**config.mk**
```make
export PLATFORM = sky130hd
export DESIGN_NAME = bp_fe_ras_ckpt
export DESIGN_NICKNAME = d
export VERILOG_FILES = /design/src/rtl/bp_fe_ras_ckpt.sv
export SDC_FILE = /design/constraint.sdc
export NUM_CORES = 1
export LEC_CHECK = 0
export BUFFER_PORTS_ARGS = -buffer_cell sky130_fd_sc_hd__buf_2
export CAP_MARGIN = 5
export CELL_PAD_IN_SITES_DETAIL_PLACEMENT = 2
export CELL_PAD_IN_SITES_GLOBAL_PLACEMENT = 2
export CORE_ASPECT_RATIO = 0.8
export CORE_MARGIN = 5
export CORE_UTILIZATION = 30
export DETAILED_ROUTE_END_ITERATION = 10
export PLACE_DENSITY = 0.63
export SYNTH_ARGS = -nofsm -noshare
export SYNTH_HDL_FRONTEND = slang
export SYNTH_SLANG_ARGS = --single-unit
```
**constraint.sdc**
```tcl
create_clock -name clk_i -period 5.2 [get_ports clk_i]
set_input_delay 0.78 -clock clk_i [delete_from_list [all_inputs] [get_ports clk_i]]
set_output_delay 0.78 -clock clk_i [all_outputs]
set_load 0.02 [all_outputs]
```
**src/rtl/bp_fe_ras_ckpt.sv**
```systemverilog
// ---------------------------------------------------------------------------
// bp_fe_ras_ckpt -- checkpointable return address stack for the fetch frontend
//
// A circular stack of return addresses. Calls push, returns pop, and a
// call+return in the same cycle replaces the top entry (co-routine). The full
// speculative state {ptr, count, top value} is exported every cycle on ckpt_o
// so it can ride along with branch metadata; on a misprediction that snapshot
// is handed back on restore_ckpt_i to repair the stack.
//
// Ports
//   clk_i          : clock, all state updates on the rising edge
//   reset_n_i      : asynchronous active-low reset (ptr/count only)
//   call_i         : push request
//   return_i       : pop request
//   addr_i         : return address to push
//   tgt_o          : top-of-stack address (meaningful when v_o)
//   v_o            : stack non-empty
//   full_o         : count == els_p
//   ckpt_o         : {ptr, count, top value} snapshot of the current state
//   restore_v_i    : misprediction repair request
//   restore_ckpt_i : checkpoint previously taken from ckpt_o
//   flush_i        : empty the stack
//
// There is no valid/ready handshake: every request is accepted in the cycle
// it is presented and its effect is visible on the outputs one cycle later.
// Priority per cycle: flush_i > restore_v_i > call_i/return_i.
// ---------------------------------------------------------------------------
module bp_fe_ras_ckpt #(
  parameter int vaddr_width_p = 39,
  parameter int els_p         = 8,
  localparam int ptr_width_lp  = $clog2(els_p),
  localparam int cnt_width_lp  = $clog2(els_p + 1),
  localparam int ckpt_width_lp = ptr_width_lp + cnt_width_lp + vaddr_width_p
) (
  input  logic                     clk_i,
  input  logic                     reset_n_i,
  input  logic                     call_i,
  input  logic                     return_i,
  input  logic [vaddr_width_p-1:0] addr_i,
  output logic [vaddr_width_p-1:0] tgt_o,
  output logic                     v_o,
  output logic [ckpt_width_lp-1:0] ckpt_o,
  input  logic                     restore_v_i,
  input  logic [ckpt_width_lp-1:0] restore_ckpt_i,
  input  logic                     flush_i,
  output logic                     full_o
);

  localparam logic [cnt_width_lp-1:0] full_cnt_lp = cnt_width_lp'(els_p);
  localparam logic [cnt_width_lp-1:0] one_cnt_lp  = cnt_width_lp'(1);
  localparam logic [ptr_width_lp-1:0] one_ptr_lp  = ptr_width_lp'(1);

  logic [vaddr_width_p-1:0] r_mem [els_p];
  logic [ptr_width_lp-1:0]  r_ptr;
  logic [cnt_width_lp-1:0]  r_count;

  logic [ptr_width_lp-1:0]  w_ptr_n;
  logic [cnt_width_lp-1:0]  w_count_n;
  logic                     w_mem_we;
  logic [ptr_width_lp-1:0]  w_mem_waddr;
  logic [vaddr_width_p-1:0] w_mem_wdata;

  // Checkpoint field unpacking: {ptr, count, top value}
  logic [ptr_width_lp-1:0]  w_rst_ptr;
  logic [cnt_width_lp-1:0]  w_rst_cnt;
  logic [cnt_width_lp-1:0]  w_rst_cnt_clamped;
  logic [vaddr_width_p-1:0] w_rst_val;
  logic [vaddr_width_p-1:0] w_top;

  assign w_rst_ptr = restore_ckpt_i[ckpt_width_lp-1 -: ptr_width_lp];
  assign w_rst_cnt = restore_ckpt_i[vaddr_width_p +: cnt_width_lp];
  assign w_rst_val = restore_ckpt_i[vaddr_width_p-1:0];

  // A corrupted checkpoint must never leave count above the stack depth.
  assign w_rst_cnt_clamped = (w_rst_cnt > full_cnt_lp) ? full_cnt_lp : w_rst_cnt;

  assign w_top  = r_mem[r_ptr];
  assign tgt_o  = w_top;
  assign v_o    = (r_count != '0);
  assign full_o = (r_count == full_cnt_lp);
  assign ckpt_o = {r_ptr, r_count, w_top};

  always_comb begin
    w_ptr_n     = r_ptr;
    w_count_n   = r_count;
    w_mem_we    = 1'b0;
    w_mem_waddr = r_ptr;
    w_mem_wdata = addr_i;
    if (flush_i) begin
      w_ptr_n   = '0;
      w_count_n = '0;
    end else if (restore_v_i) begin
      // The saved top value may have been overwritten by wrong-path pushes,
      // so it is written back along with the pointer and count.
      w_ptr_n     = w_rst_ptr;
      w_count_n   = w_rst_cnt_clamped;
      w_mem_we    = 1'b1;
      w_mem_waddr = w_rst_ptr;
      w_mem_wdata = w_rst_val;
    end else if (call_i && !return_i) begin
      // When full the pointer simply wraps onto the oldest entry.
      w_ptr_n     = r_ptr + one_ptr_lp;
      w_mem_we    = 1'b1;
      w_mem_waddr = r_ptr + one_ptr_lp;
      w_count_n   = (r_count == full_cnt_lp) ? full_cnt_lp : r_count + one_cnt_lp;
    end else if (return_i && !call_i) begin
      if (r_count != '0) begin
        w_ptr_n   = r_ptr - one_ptr_lp;
        w_count_n = r_count - one_cnt_lp;
      end
    end else if (call_i && return_i) begin
      // Co-routine: the returning frame is replaced in place.
      w_mem_we    = 1'b1;
      w_mem_waddr = r_ptr;
      w_count_n   = (r_count == '0) ? one_cnt_lp : r_count;
    end
  end

  always_ff @(posedge clk_i or negedge reset_n_i) begin
    if (!reset_n_i) begin
      r_ptr   <= '0;
      r_count <= '0;
    end else begin
      r_ptr   <= w_ptr_n;
      r_count <= w_count_n;
    end
  end

  // Storage is not reset; writes are suppressed while reset is held so a
  // request concurrent with reset leaves no trace.
  always_ff @(posedge clk_i) begin
    if (w_mem_we && reset_n_i) begin
      r_mem[w_mem_waddr] <= w_mem_wdata;
    end
  end

endmodule

```
==> metrics.md, run 1 <==
| Metric | Value |
|---|---|
| Status | finished clean |
| Die H | 198 microns |
| Initial DRC count | 350 |
| Share of cells above drive strength 1 | roughly 51% |
| Mapped Cells | approximately 650 |
| Syn. warnings | 0 |
| Mux cell area share after synthesis | 19.9% |
| Pleak | ~5.3 nW |
| Post-route setup TNS | 0 ps |
| Cell total after placement | approximately 1400 |
| Synth Area in Compound Gates | under 10% |
| Final Non-Filler Cells | roughly 1400 |
| Via density | roughly 4.6 |
| Reg clk slew, reported paths | ~60 ps |
| Synthesis-to-layout area growth | 18.9% |
| Routed wire length | about 33000 microns |
| Critical Path Fanout Max | 41 |
| Final setup violation count | 0 |
| # rows | between 60 and 70 |
| Number of flops mapped to enable cells by yosys | 312 |
| Max-Cap Viols | 0 |
| Final setup margin | between 1000 and 1500 ps |
| Nets@finish | 902 |
| Netlist cell types | 50 |
| Post-CTS sizing | 0 |
| Hold Crit Class | in -> async |
| Pre-CTS WS | approximately 1400 ps |
| Num ports | 178 |
| Post-route cell area | approximately 0.016 sq mm |
| Die area | ~0.049 sq mm |
| Clock Skew | 13.8 ps |
| XOR/XNOR Fraction of Synth Area | 0.197% |
| Tcrit/Tclk final | 78.7% |
| CP arrival | roughly 3300 ps |
| Largest net degree at the start of global routing | 64 |
| GRT Total Usage | between 10% and 20% |
| CP startpoint kind | flop |
| Commonest non-fill, non-tap cell in the layout | edfxtp_1 |
| Clock sinks | 319 |
| CP endpoint kind | output pin |
| Post-DP HPWL | 20300 microns |
| Vias in the first global route | 7654 |
| Largest family of logic cells by synthesized area | multiplexers |
| Vias | 6638 |
| Worst hold margin | roughly 110 ps |
| Commonest non-fill, non-tap cells in the layout | 312 x edfxtp_1, 177 x buf_2, 78 x mux2_2, 78 x mux4_2, 37 x clkbuf_16 |
| Crit path buf inv count | 2 |
| Ys flop type | edfxtp_1 |
| Required @ worst endpoint | 4420 ps |
| DR pass1 iterations | 6 |
| Post-layout util | 35.8% |
| CP top delay family | multiplexers |
| Slew of the pin with the lowest slew margin | just under 1000 ps |
| Core area | ~0.044 sq mm |
| Pwr/cell area | about 400 mW/mm^2 |
| Residual DRC | 0 |
| Global route total overflow | 0 |
| VDD IR max | about 0.19 mV |
| Slowest CP cell | dfrtp_4 |
| Initial antenna violation count | 0 |
| Cts bufs inserted | 34 |
| Yosys reg bits | around 320 |
| Synth Area in Simple Gates | 2.22% |
| Crit Path Category | reg -> out |
| CP Cell Sequence | buf_4, mux4_2, mux2_2, buf_2 |
| Mapped Avg Cell Area | between 20 and 25 sq um |
| Net Count, Synth | between 700 and 800 |
| Fmax | approximately 240 MHz |
| CP peak stage delay | 920 ps |
| Clock tree buffer depth | 3 |
| Post-synth design cell area | 0.0133 sq mm |
| Initial Utilization | 30.1% |
| Relative slew slack | roughly 34% |
| RSZ-0062 raised after global routing | false |
| CTS H-tree lvls | 2 |
| CTS tree | done |
| Max Slew Vio Count | 0 |
| Clk root buf | clkbuf_16 |
| Post-synthesis async set-or-reset flop share | between 2 and 2.5% |
| Clock Latency Late Sink | 510 ps |
| First-pass GRT wire length | around 50000 microns |
| Minimum clock period | roughly 4000 ps |
| Hold_buf cts | 0 |
| Gpl congestion | 0.710 |
| Antenna Cells | 0 |
| FILL cells | roughly 4400 |
| Final Hold Viols | 0 |
| Dpl cell area | roughly 0.015 sq mm |
| PortBufs | roughly 180 |
| Synth Area in Adders | less than 1% |
| Die X | 246 microns |
| Routed WL per cell | approximately 23 microns |
| Pwr Total | between 6 and 7 mW |
| Register area share after synthesis | between 70% and 80% |
| Post-CTS setup buffers | 0 |
| Post-DRT Antenna Nets | 0 |
[area by class of cell]
| class | instances | area, sq um | share of cell area [%] |
|---|---|---|---|
| flip-flops and latches | 319 | 9550 | 60.3 |
| multi-input cells | 246 | 3360 | 21.2 |
| repair buffers | 192 | 998 | 6.30 |
| clock buffers | 48 | 977 | 6.17 |
| well taps | 603 | 754 | 4.76 |
| clock inverters | 14 | 165 | 1.04 |
| inverters | 9 | 33.8 | 0.213 |
[Yosys cell counts, types with 4 or more instances]
library cell,instances,area (sq um)
buf_4,39,293
nor3_1,4,20.0
clkbuf_1,18,67.6
or3b_2,4,35.0
edfxtp_1,312,9370
inv_1,9,33.8
ha_1,9,113
a21oi_1,8,40.0
buf_2,12,60.1
nand2_1,6,22.5
mux4_2,78,1760
dfrtp_1,7,175
nor3b_1,7,52.6
mux2_2,78,878
o21ai_0,6,30.0
nor2_1,6,22.5
[power breakdown]
group | internal (mW) | switching (mW)
Combinational | 0.421 | 0.591
Clock | 1.51 | 0.950
Sequential | 2.90 | 0.0649
[flip-flops by register name, summed over array words and instances (netlist names)]
name,count
r_mem,312
r_count,4
r_ptr,3
[path summary, 6_finish.rpt]
path / start / to / slack (ps) / cells after the start
setup / recovery: r_ptr[0] / tgt_o[38] / 1110 / 4
hold / removal: reset_n_i / r_ptr[1] / 110 / 1
setup reg to reg: r_ptr[0] / r_mem[1][18] / 1560 / 7
hold reg to reg: r_count[0] / r_count[0] / 710 / 2
max in group asynchronous: reset_n_i / r_ptr[0] / 4880 / 1
min in group clk_i: restore_ckpt_i[45] / r_ptr[2] / 560 / 3
[cell families (layout without fill, tap and decap cells)]
logic type | Yosys count | after routing
compound gates | 32 | 32
xor+xnor | 3 | 3
fa+ha+maj | 9 | 9
buf+inv | 81 | 263
flops | 319 | 319
mux | 157 | 157
simple gates | 45 | 45
[per-layer routing]
| layer | global-route usage [%] | vias to the layer above | part of all wire [%] |
|---|---|---|---|
| li1 | - | 2936 | - |
| met1 | 18.3 | 3501 | 44 |
| met2 | 22.5 | 164 | 49 |
| met3 | 2.44 | 37 | 5.0 |
| met4 | 3.08 | 0 | 1.5 |
| met5 | 0 | - | 0 |
Power figures use the tool's default switching activity.
==> run 2: changes to the inputs <==
==> constraint.sdc (replaced) <==
create_clock -name clk_i -period 3.38 [get_ports clk_i]
set_input_delay 0.507 -clock clk_i [delete_from_list [all_inputs] [get_ports clk_i]]
set_output_delay 0.507 -clock clk_i [all_outputs]
set_load 0.02 [all_outputs]
==> run 2 against run 1 <==
  * Global-route usage grew 0.14 points
  * Critical path depth is the same
  * Combinational power grew 62%
  * Power grew 51%
  * Flip-flop and latch count is the same
  * Die area is the same
  * Routed wire length grew 1.1%
  * Critical path type unchanged
  * Highest routed layer unchanged
==> metrics.md, run 2 (synthesized netlist as in run 1, its figures left out) <==
| Metric | Value |
|---|---|
| Die area | 0.0488 sq mm (unchanged) |
| Initial DRC count | 402 (was 350) |
| Crit Path Category | reg -> out (unchanged) |
| Clock Latency Late Sink | 520 ps (was 510 ps) |
| Required @ worst endpoint | 2870 ps (was 4420 ps) |
| First-pass GRT wire length | 49400 microns (about the same) |
| Post-CTS sizing | 0 (unchanged) |
| Post-CTS setup buffers | 0 (unchanged) |
| Register with the most flip-flops | r_mem (unchanged) |
| Routed WL per cell | 23.0 microns (was 22.8 microns) |
| Hold Crit Class | in -> reg (was in -> async) |
| Die H | 198 microns (unchanged) |
| Commonest non-fill, non-tap cells in the layout | 312 x edfxtp_1, 177 x buf_2, 78 x mux2_2, 78 x mux4_2, 35 x clkbuf_16 (was 312 x edfxtp_1, 177 x buf_2, 78 x mux2_2, 78 x mux4_2, 37 x clkbuf_16) |
| Final setup violation count | 0 (unchanged) |
| Cts bufs inserted | 34 (unchanged) |
| Hold_buf cts | 1 (was 0) |
| Max reg flops | 312 (unchanged) |
| CP arrival | 2630 ps (was 3310 ps) |
| Share of cells above drive strength 1 | 50.7% (was 50.6%) |
| Reg clk slew, reported paths | 60 ps (about the same) |
| PortBufs | 177 (unchanged) |
| Vias | 6650 (was 6638) |
| Global route total overflow | 0 (unchanged) |
| Minimum clock period | 3140 ps |
| CTS tree | done (unchanged) |
| Die X | 246 microns (unchanged) |
| Max-Cap Viols | 0 (unchanged) |
| Cell total after placement | 1378 (was 1369) |
| Commonest non-fill, non-tap cell in the layout | edfxtp_1 (unchanged) |
| Core area | 0.0442 sq mm (unchanged) |
| Post-DP HPWL | 21200 microns (was 20300 microns) |
| FILL cells | 4378 (was 4397) |
| Met1 Wirelength | 14800 microns (was 14500 microns) |
| Vias in the first global route | 7507 (was 7654) |
| # rows | 69 (unchanged) |
| Gpl congestion | 0.731 (was 0.710) |
| Status | finished clean (unchanged) |
| Post-DRT Antenna Nets | 0 (unchanged) |
| Num ports | 178 (unchanged) |
| Residual DRC | 0 (unchanged) |
| Critical Path Fanout Max | 30 (was 41) |
| Clk root buf | clkbuf_16 (unchanged) |
| Relative slew slack | 10.7% (was 33.7%) |
| Initial antenna violation count | 0 (unchanged) |
| Biggest regs | r_mem: 312 flops, r_count: 4 flops, r_ptr: 3 flops (unchanged) |
| Hold_sp | restore_ckpt_i[45] |
| RSZ-0062 raised after global routing | false (unchanged) |
| Synthesis-to-layout area growth | 19.4% (was 18.9%) |
| Pleak | 5.31 nW (was 5.28 nW) |
| CTS H-tree lvls | 2 (unchanged) |
| Clock sinks | 319 (unchanged) |
| Worst Setup SP | r_ptr[0] (unchanged) |
| Pwr/cell area | 611 mW/mm^2 (was 407 mW/mm^2) |
| Worst hold margin | 241 ps (was 110 ps) |
| Slew of the pin with the lowest slew margin | 1330 ps (was 995 ps) |
| GRT Total Usage | 13.5% (was 13.4%) |
| Met3 wire length | 1340 microns (was 1620 microns) |
| Top layer in use | met4 (unchanged) |
| Routed wire length | 33000 microns (was 32600 microns) |
| Met2 WL | 16300 microns (was 16000 microns) |
| Clock Skew | 27.9 ps (was 13.8 ps) |
| Final Hold Viols | 0 (unchanged) |
| R2r setup slk | 670 ps (was 1560 ps) |
| CP startpoint kind | flop (unchanged) |
| Largest net degree at the start of global routing | 49 (was 64) |
| Antenna Cells | 0 (unchanged) |
| Initial Utilization | 30.1% (unchanged) |
| Max Slew Vio Count | 0 (unchanged) |
| Via density | 4.63 (was 4.64) |
| DR pass1 iterations | 4 (was 6) |
| Tcrit/Tclk final | 92.8% |
| Post-route setup TNS | 0 ps (unchanged) |
| Final Non-Filler Cells | 1436 (was 1431) |
| VDD IR max | 0.272 mV (was 0.187 mV) |
| CP endpoint kind | output pin (unchanged) |
| Fmax | ~320 MHz |
| Origin of the critical flop-to-flop path | r_ptr[0] (unchanged) |
| Clock tree buffer depth | 3 (unchanged) |
| Nets@finish | 912 (was 902) |
-- run 2: cell types whose count changed in the layout (fill, tap and decap cells not counted), moves of 2 or more --
cell	previous run	this run
clkinv_2	6	3
nor3b_4	2	4
nor3b_2	2	0
clkinv_1	4	8
clkbuf_16	37	35
buf_12	0	5
clkbuf_1	10	7
nor3_4	0	2
buf_4	15	19
nor3_2	2	0
-- run 2: layer usage --
metal / vias to the layer above / GRT usage, %
met2: 161 / 22.8
met1: 3511 / 18.6
met4: 0 / 3.08
li1: 2942 / -
met3: 36 / 2.23
met5: - / 0
-- run 2: worst max-delay path, stage by stage (launching register included) --
cell and delay (ps):
dfrtp_4 490, buf_4 530, mux4_2 620, mux2_2 310, buf_2 170
-- run 2: cell type report --
| cell class | instances | area (sq um) | share of cell area, % |
|---|---|---|---|
| sequential | 319 | 9550 | 60.0 |
| multi-input combinational | 246 | 3380 | 21.3 |
| timing repair buffer | 202 | 1140 | 7.16 |
| clock buffer | 42 | 902 | 5.67 |
| tap | 603 | 754 | 4.74 |
| clock inverter | 15 | 144 | 0.904 |
| inverter | 9 | 33.8 | 0.212 |
-- run 2: stage by stage --
step / power, mW / worst slack, ps / cell area [sq um] / util (%)
detailed placement: 6.28 / 430 / 14900 / 33.6
global placement: 6.26 / 518 / 14900 / 33.6
floorplan: 5.82 / -488 / 13400 / -
CTS: 9.90 / 151 / 15900 / 36.0
finish: 9.72 / 243 / 15900 / 36.0
global route: 10.2 / 75.7 / 15900 / 36.0
-- run 2: final timing paths --
| check | to | depth (start not counted) |
|---|---|---|
| max in group asynchronous | r_ptr[1] | 2 |
| min in group asynchronous | r_count[3] | 2 |
| setup reg to reg | r_mem[4][7] | 6 |
| hold / removal | r_ptr[2] | 3 |
| setup / recovery | ckpt_o[11] | 4 |
| hold reg to reg | r_count[0] | 2 |
-- run 2: where the power goes --
group	internal, mW	switching, mW
sequential	4.47	0.0499
combinational	0.665	0.970
clock	2.11	1.45
total	7.25	2.47
